==> src/rtl/tx_symbol_source.sv <==
// rtl/tx_symbol_source.sv - multi-channel LFSR M-ASK test-symbol source with upsampler
//
// Purpose:
//   One Fibonacci LFSR feeds a natural-binary M-ASK mapper per channel. The
//   mapped symbols are upsampled by UPS, either by zero-stuffing (default) or
//   by zero-order hold, before going to the pulse-shaping filters.
//   Also reports the LFSR period and recovers from the all-zero lock-up state.
//
// Ports:
//   sys_clk     in   system clock
//   reset       in   asynchronous, active-high reset
//   sam_clk_en  in   one-cycle sample strobe
//   load        in   reload SEED and restart phase (only with sam_clk_en)
//   y           out  N_CH*DW signed samples, channel c at [c*DW +: DW]
//   sym_clk_en  out  one-cycle pulse on each new symbol
//   cycle       out  one-cycle pulse when the LFSR returns to SEED
//   lfsr_state  out  current LFSR state
//
// Configuration macro:
//   TX_SRC_ZOH_EN  defined: zero-order hold upsampler; undefined: zero-stuffing
module tx_symbol_source #(
  parameter int                  LFSR_LEN   = 22,
  parameter logic [LFSR_LEN-1:0] TAPS       = LFSR_LEN'(22'h300000),
  parameter logic [LFSR_LEN-1:0] SEED       = {LFSR_LEN{1'b1}},
  parameter int                  N_CH       = 2,
  parameter int                  BPS        = 2,
  parameter int                  UPS        = 4,
  parameter int                  DW         = 18,
  parameter int                  LEVEL_STEP = 32768
) (
  input  logic                 sys_clk,
  input  logic                 reset,
  input  logic                 sam_clk_en,
  input  logic                 load,
  output logic [N_CH*DW-1:0]   y,
  output logic                 sym_clk_en,
  output logic                 cycle,
  output logic [LFSR_LEN-1:0]  lfsr_state
);

  // Phase counter needs at least one bit even when UPS == 1.
  localparam int PH_W = (UPS > 1) ? $clog2(UPS) : 1;
  localparam logic [PH_W-1:0] PH_LAST = PH_W'(UPS - 1);

  // Mapper arithmetic runs 4 bits wider than the output so that the largest
  // level (7 * LEVEL_STEP for 8-ASK) can be detected and saturated.
  localparam int MW = DW + 4;
  localparam logic signed [MW-1:0] ODD_W   = MW'((2 ** BPS) - 1);
  localparam logic signed [MW-1:0] STEP_W  = MW'(LEVEL_STEP);
  localparam logic signed [MW-1:0] SAT_MAX = {5'b00000, {(DW-1){1'b1}}};
  localparam logic signed [MW-1:0] SAT_MIN = {5'b11111, {(DW-1){1'b0}}};

  logic [LFSR_LEN-1:0] state_q;
  logic [LFSR_LEN-1:0] state_step;
  logic                feedback;
  logic [PH_W-1:0]     ph_q;
  logic [PH_W-1:0]     ph_next;
  logic [N_CH*DW-1:0]  y_q;
  logic [N_CH*DW-1:0]  sym_levels;
  logic                sym_q;
  logic                cycle_q;
  logic                sym_event;

  // Natural-binary code k -> (2k - (2^BPS - 1)) * LEVEL_STEP, saturated to DW.
  function automatic logic [DW-1:0] map_level(input logic [BPS-1:0] code);
    logic signed [MW-1:0] lvl;
    logic signed [MW-1:0] prod;
    lvl  = $signed({{(MW-BPS-1){1'b0}}, code, 1'b0}) - ODD_W;
    prod = lvl * STEP_W;
    if (prod > SAT_MAX) begin
      map_level = SAT_MAX[DW-1:0];
    end else if (prod < SAT_MIN) begin
      map_level = SAT_MIN[DW-1:0];
    end else begin
      map_level = prod[DW-1:0];
    end
  endfunction

  // Each channel takes its own BPS-bit slice of the pre-step state.
  for (genvar c = 0; c < N_CH; c++) begin : g_map
    assign sym_levels[c*DW +: DW] = map_level(state_q[c*BPS +: BPS]);
  end

  assign feedback = ^(state_q & TAPS);

  // The all-zero state is a fixed point of the XOR feedback; escape it by
  // jumping back to SEED. The zero state itself maps to code 0 levels.
  always_comb begin
    state_step = {state_q[LFSR_LEN-2:0], feedback};
    if (state_q == '0) begin
      state_step = SEED;
    end
  end

  always_comb begin
    ph_next = ph_q + 1'b1;
    if (ph_q == PH_LAST) begin
      ph_next = '0;
    end
  end

  // load takes priority over a symbol event on the same strobe.
  assign sym_event = sam_clk_en && !load && (ph_q == '0);

  always_ff @(posedge sys_clk or posedge reset) begin
    if (reset) begin
      state_q <= SEED;
      ph_q    <= '0;
      y_q     <= '0;
      sym_q   <= 1'b0;
      cycle_q <= 1'b0;
    end else begin
      sym_q   <= 1'b0;
      cycle_q <= 1'b0;
      if (sam_clk_en) begin
        if (load) begin
          state_q <= SEED;
          ph_q    <= '0;
          y_q     <= '0;
        end else begin
          ph_q <= ph_next;
          if (sym_event) begin
            y_q     <= sym_levels;
            state_q <= state_step;
            sym_q   <= 1'b1;
            cycle_q <= (state_step == SEED);
          end else begin
`ifdef TX_SRC_ZOH_EN
            y_q <= y_q;
`else
            y_q <= '0;
`endif
          end
        end
      end
    end
  end

  assign y          = y_q;
  assign sym_clk_en = sym_q;
  assign cycle      = cycle_q;
  assign lfsr_state = state_q;

endmodule

==> config.mk <==
export PLATFORM = sky130hd
export DESIGN_NAME = tx_symbol_source
export DESIGN_NICKNAME = d
export VERILOG_FILES = /design/src/rtl/tx_symbol_source.sv
export SDC_FILE = /design/constraint.sdc
export NUM_CORES = 1
export LEC_CHECK = 0
export CAP_MARGIN = 20
export CORE_MARGIN = 5
export CORE_UTILIZATION = 46
export DETAILED_ROUTE_END_ITERATION = 8
export GPL_ROUTABILITY_DRIVEN = 0
export PLACE_DENSITY = 0.85
export SYNTH_ARGS = -nofsm -noshare
export SYNTH_HDL_FRONTEND = slang
export SYNTH_SLANG_ARGS = --single-unit
==> constraint.sdc <==
create_clock -name sys_clk -period 2.15 [get_ports sys_clk]
set_input_delay 0.5375 -clock sys_clk [delete_from_list [all_inputs] [get_ports sys_clk]]
set_output_delay 0.5375 -clock sys_clk [all_outputs]
set_load 0.05 [all_outputs]
# Yosys cells after proc, flatten, opt, wreduce, memory -nomap -nowiden
# Index checks and enable logic that the tools add are counted.
# totals
reg_bits,62
output_inout_bits,60
wordCells,39
inputBits,4
# classes
n_reduce_logical,8
mux,17
n_eq_ne,2
magnitude_cmp,4
n_addsub,3
# op_table
operator,n
$mux W18,4
$mux W36,2
$mux W22,3
$gt A19 B18 Y1 const B,2
$lt A19 B18 Y1 const B,2
$eq A22 B22 Y1 const B,1
$logic_not A22 Y1,1
$reduce_xor A22 Y1,1
$sub A3 B2 Y4 const B,2
$mux W1,6
$mux W2,2
$add A2 B1 Y2 const B,1
$eq A2 B2 Y1 const B,1
$logic_and A1 B1 Y1,2
$logic_not A2 Y1,1
$reduce_and A2 Y1,1
$reduce_bool A2 Y1,1
$logic_not A1 Y1,1

# Depth between registers and ports, before layout
# depth
ltp_word,6
ltp_mapped,7
mapped_depth_nobuf,6

# Least setup slack after synthesis
# No wires, ideal clock.
# synth_timing
path_type,register to register
start,reg state_q[20] (netlist: lfsr_state[20])
end,reg cycle_q (netlist: cycle)
synth_period_minus_slack_ps,1731
t_required_ps,2073
arrival_ps,1654
stages_incl_launch_ff,7
n_path_buf,0
setup_ps,77
path_slack_ps,419
path_cell_list,dfstp_2 > inv_1 > ha_1 > nand4_1 > nor4_1 > nand4_1 > a21oi_1
# synth_via
elab_chain_len,6
word_cells_on_any_way,7
classes_between,eq/ne: 1; mux: 4; reduce/logical: 2
# synth_lines
element,line_no,text
from (decl),53,logic [LFSR_LEN-1:0] state_q;
from (signal assigned),124,state_q <= state_step;
$reduce_xor A22 Y1 or $logic_not A22 Y1 (tied branches),"84, 90",
$mux W22 *,90,if (state_q == '0) begin
$eq A22 B22 Y1 *,126,cycle_q <= (state_step == SEED);
$mux W1 *,122,if (sym_event) begin
$mux W1 *,116,if (load) begin
$mux W1 *,115,if (sam_clk_en) begin
to (signal assigned),126,
to (decl),61,logic cycle_q;
# Every way passes the cells marked *; elsewhere a longest branch is shown, timed or not.
# A chain may end at the register's enable or synchronous reset.

# Worst setup path after layout
# layout_timing
start,reg y_q[15] (netlist: y[15])
end,out y[15]
# layout_rtl
element,line_no,text
from (decl),58,logic [N_CH*DW-1:0] y_q;
from (signal assigned),123,y_q <= sym_levels;
to (decl),35,"output logic [N_CH*DW-1:0] y,"
# No word-level cell between the ends.

==> metrics <==
largest net degree at the start of global routing 32; gr usage total 14.9%; # diodes 0; DRT iter0 DRCs 39; Worst VDD drop 0.289 mV; Post-CTS Setup Bufs 0; total grt overflow 0; syn avg cell area 11.7 sq um; total CTS buffers 5; layout cell share with drive strength beyond 1 43.5%; Layout fillers 308; post-synth cell types 27; CTS tree done; status completed; worst path cell trace clkdlybuf4s50_1; DRC viols 0; Worst setup SP type register; Crit Path Max Fanout 3; First-pass DRT Iterations 4; wire per inst 14.5 um; path type of the worst setup path reg2out; Worst Max-Slew Pin Slew 0.564 ns; worst r2r src lfsr_state[20]$_DFFE_PP1P_; global-route wire length before repair 4980 um; clk_skew 0.00823 ns; required time worst endpoint 1.61 ns; register area share after synthesis 51.5%; Stages on worst setup path 1; vias per inst 4.93; area grow syn2layout 16.2%; CTS Sinks 31; Peak Freq 483 MHz; Hold WS 0.487 ns; die footprint 4660 sq um; Setup crit end y[15]; Reg2Reg Setup Slack 0.45 ns; Clk pin slew, worst setup/hold paths 0.09 ns; number of global-route vias before repair 1070; hold path depth 1; Hold Buf Count CTS 0; final count of pins violating max slew 0; Post-synth EDFFs 0; post-route ant nets 0; CP max stage delay 0.82 ns; Slew headroom 62.0%; uppermost layer routed met4; Root Driver clkbuf_4; Die H 68.2 um; Critical R2R Capture cycle$_DFF_PP0_; min cycle time layout 2.07 ns; Clock Tree Buf Depth 2; LEAKAGE 0.823 nW; met1 wire length 1250 um; slowest cell on the critical path clkdlybuf4s50_1; DR vias 1064; initial core utilization 47.1%; power density over the cells 748 nW/um^2; Ports 64; Post-Syn Area 1560 sq um; cells after synthesis 133; Total Wirelength 3140 um; routed wl met2 1550 um; Primary FF master, synth dfstp_2; YS warnings 0; Worst-Skew Late Latency 0.33 ns; MaxCap Viol Count 0; setup TNS 0 ns; initial antenna violation count 0; Final nets 176; WP data arrival 1.53 ns; H-tree depth 2; cell family with most CP delay buffers and inverters; final setup vio count 0; Port Buffers 33; part of the cycle the worst path needs 96.3%; placed wire-length estimate 2370 um; # rows 21; met3 routed WL 287 um; FFs w/ async S/R, synth 100%; Horiz. Die Dim 68.2 um; R2R depth 6; RSZ-0062 raised after global routing false; Critical Path Start y[15]$_DFFE_PP0P_; core area 3310 sq um; Register Area 803 sq um; post-CTS sizing 0; Critical Path End Type output pin; #FFs+latches synth 31; Critical path buffers and inverters 1; area occupied by multi-input gates 576 sq um; min-delay worst type reg2reg; Hold Fails Final Rpt 0
[layout make-up]
| class | instances | area share [%] |
|---|---|---|
| repair buffers | 35 | 16.0 |
| clock inverters | 1 | 0.276 |
| inverters | 7 | 1.45 |
| multi-input cells | 89 | 31.7 |
| flip-flops and latches | 31 | 44.3 |
| well taps | 46 | 3.17 |
| clock buffers | 7 | 3.04 |
[flip-flops by register name (all words and copies together), names as in the netlist]
signal and cells:
ph_q 2, y 5, cycle 1, lfsr_state 22, sym_clk_en 1
[placed cells by master, fill, tap and decap left out, types with 6 or more instances in the layout]
cell type,Yosys,layout
clkdlybuf4s50_1,0,11
inv_1,7,7
o22a_2,19,19
nor2_1,6,6
dfstp_2,22,22
conb_1,1,30
dfrtp_1,9,9
buf_4,31,24
[metal layers]
layer	global-route usage (%)	vias to the layer above
li1	-	486
met1	16.9	525
met2	24.7	47
met3	4.76	6
met4	7.94	0
met5	0	-
[per-stage QoR]
step / cell area [sq um] / power, mW / worst slack [ns] / utilization (%) / cells
finish: 1810 / 1.36 / 0.0786 / 54.8 / 216
global route: 1810 / 1.41 / 0.0343 / 54.8 / 216
CTS: 1810 / 1.37 / 0.0589 / 54.8 / 216
detailed placement: 1750 / 1.02 / 0.129 / 52.9 / 208
global placement: 1750 / 1.01 / 0.190 / 52.9 / 208
floorplan: 1670 / 0.990 / 0.419 / - / 162
[power by group]
group / internal (mW) / total [mW] / switching, mW / leakage (nW)
combinational: 0.0809 / 0.359 / 0.278 / 0.436
sequential: 0.622 / 0.651 / 0.0294 / 0.352
clock: 0.158 / 0.345 / 0.187 / 0.0353
[Yosys cell counts (all sizes together) (3+ instances only)]
library cell,instances,share of area [%]
a21oi,3,0.96
nand4,5,2.0
nor2,6,1.4
o22a,20,13
nor4,5,2.0
dfstp,22,37
dfrtp,9,14
ha,3,2.4
inv,7,1.7
a21o,3,1.4
buf,34,17
[worst min path at each step]
stage                                   start                  end  slack [ns]
final                       y[17]$_DFFE_PP0P_    y[17]$_DFFE_PP0P_        0.49
after global routing        y[35]$_DFFE_PP0P_    y[35]$_DFFE_PP0P_        0.52
after CTS                   y[17]$_DFFE_PP0P_    y[17]$_DFFE_PP0P_        0.49
after detailed placement    y[35]$_DFFE_PP0P_    y[35]$_DFFE_PP0P_        0.47
after global placement      y[17]$_DFFE_PP0P_    y[17]$_DFFE_PP0P_        0.47
after floorplan           ph_q[1]$_DFFE_PP0P_  ph_q[1]$_DFFE_PP0P_        0.53
[kinds of logic after synthesis]
kind of cell,after synthesis,synth area share [%]
buffers and inverters,42,18.6
AOI/OAI and AO/OA,31,18.1
adders and majority gates,3,2.41
DFF,31,51.5
and+or+nand+nor,25,9.14
other,1,0.240
No activity file was read; power rests on OpenSTA's default activity.
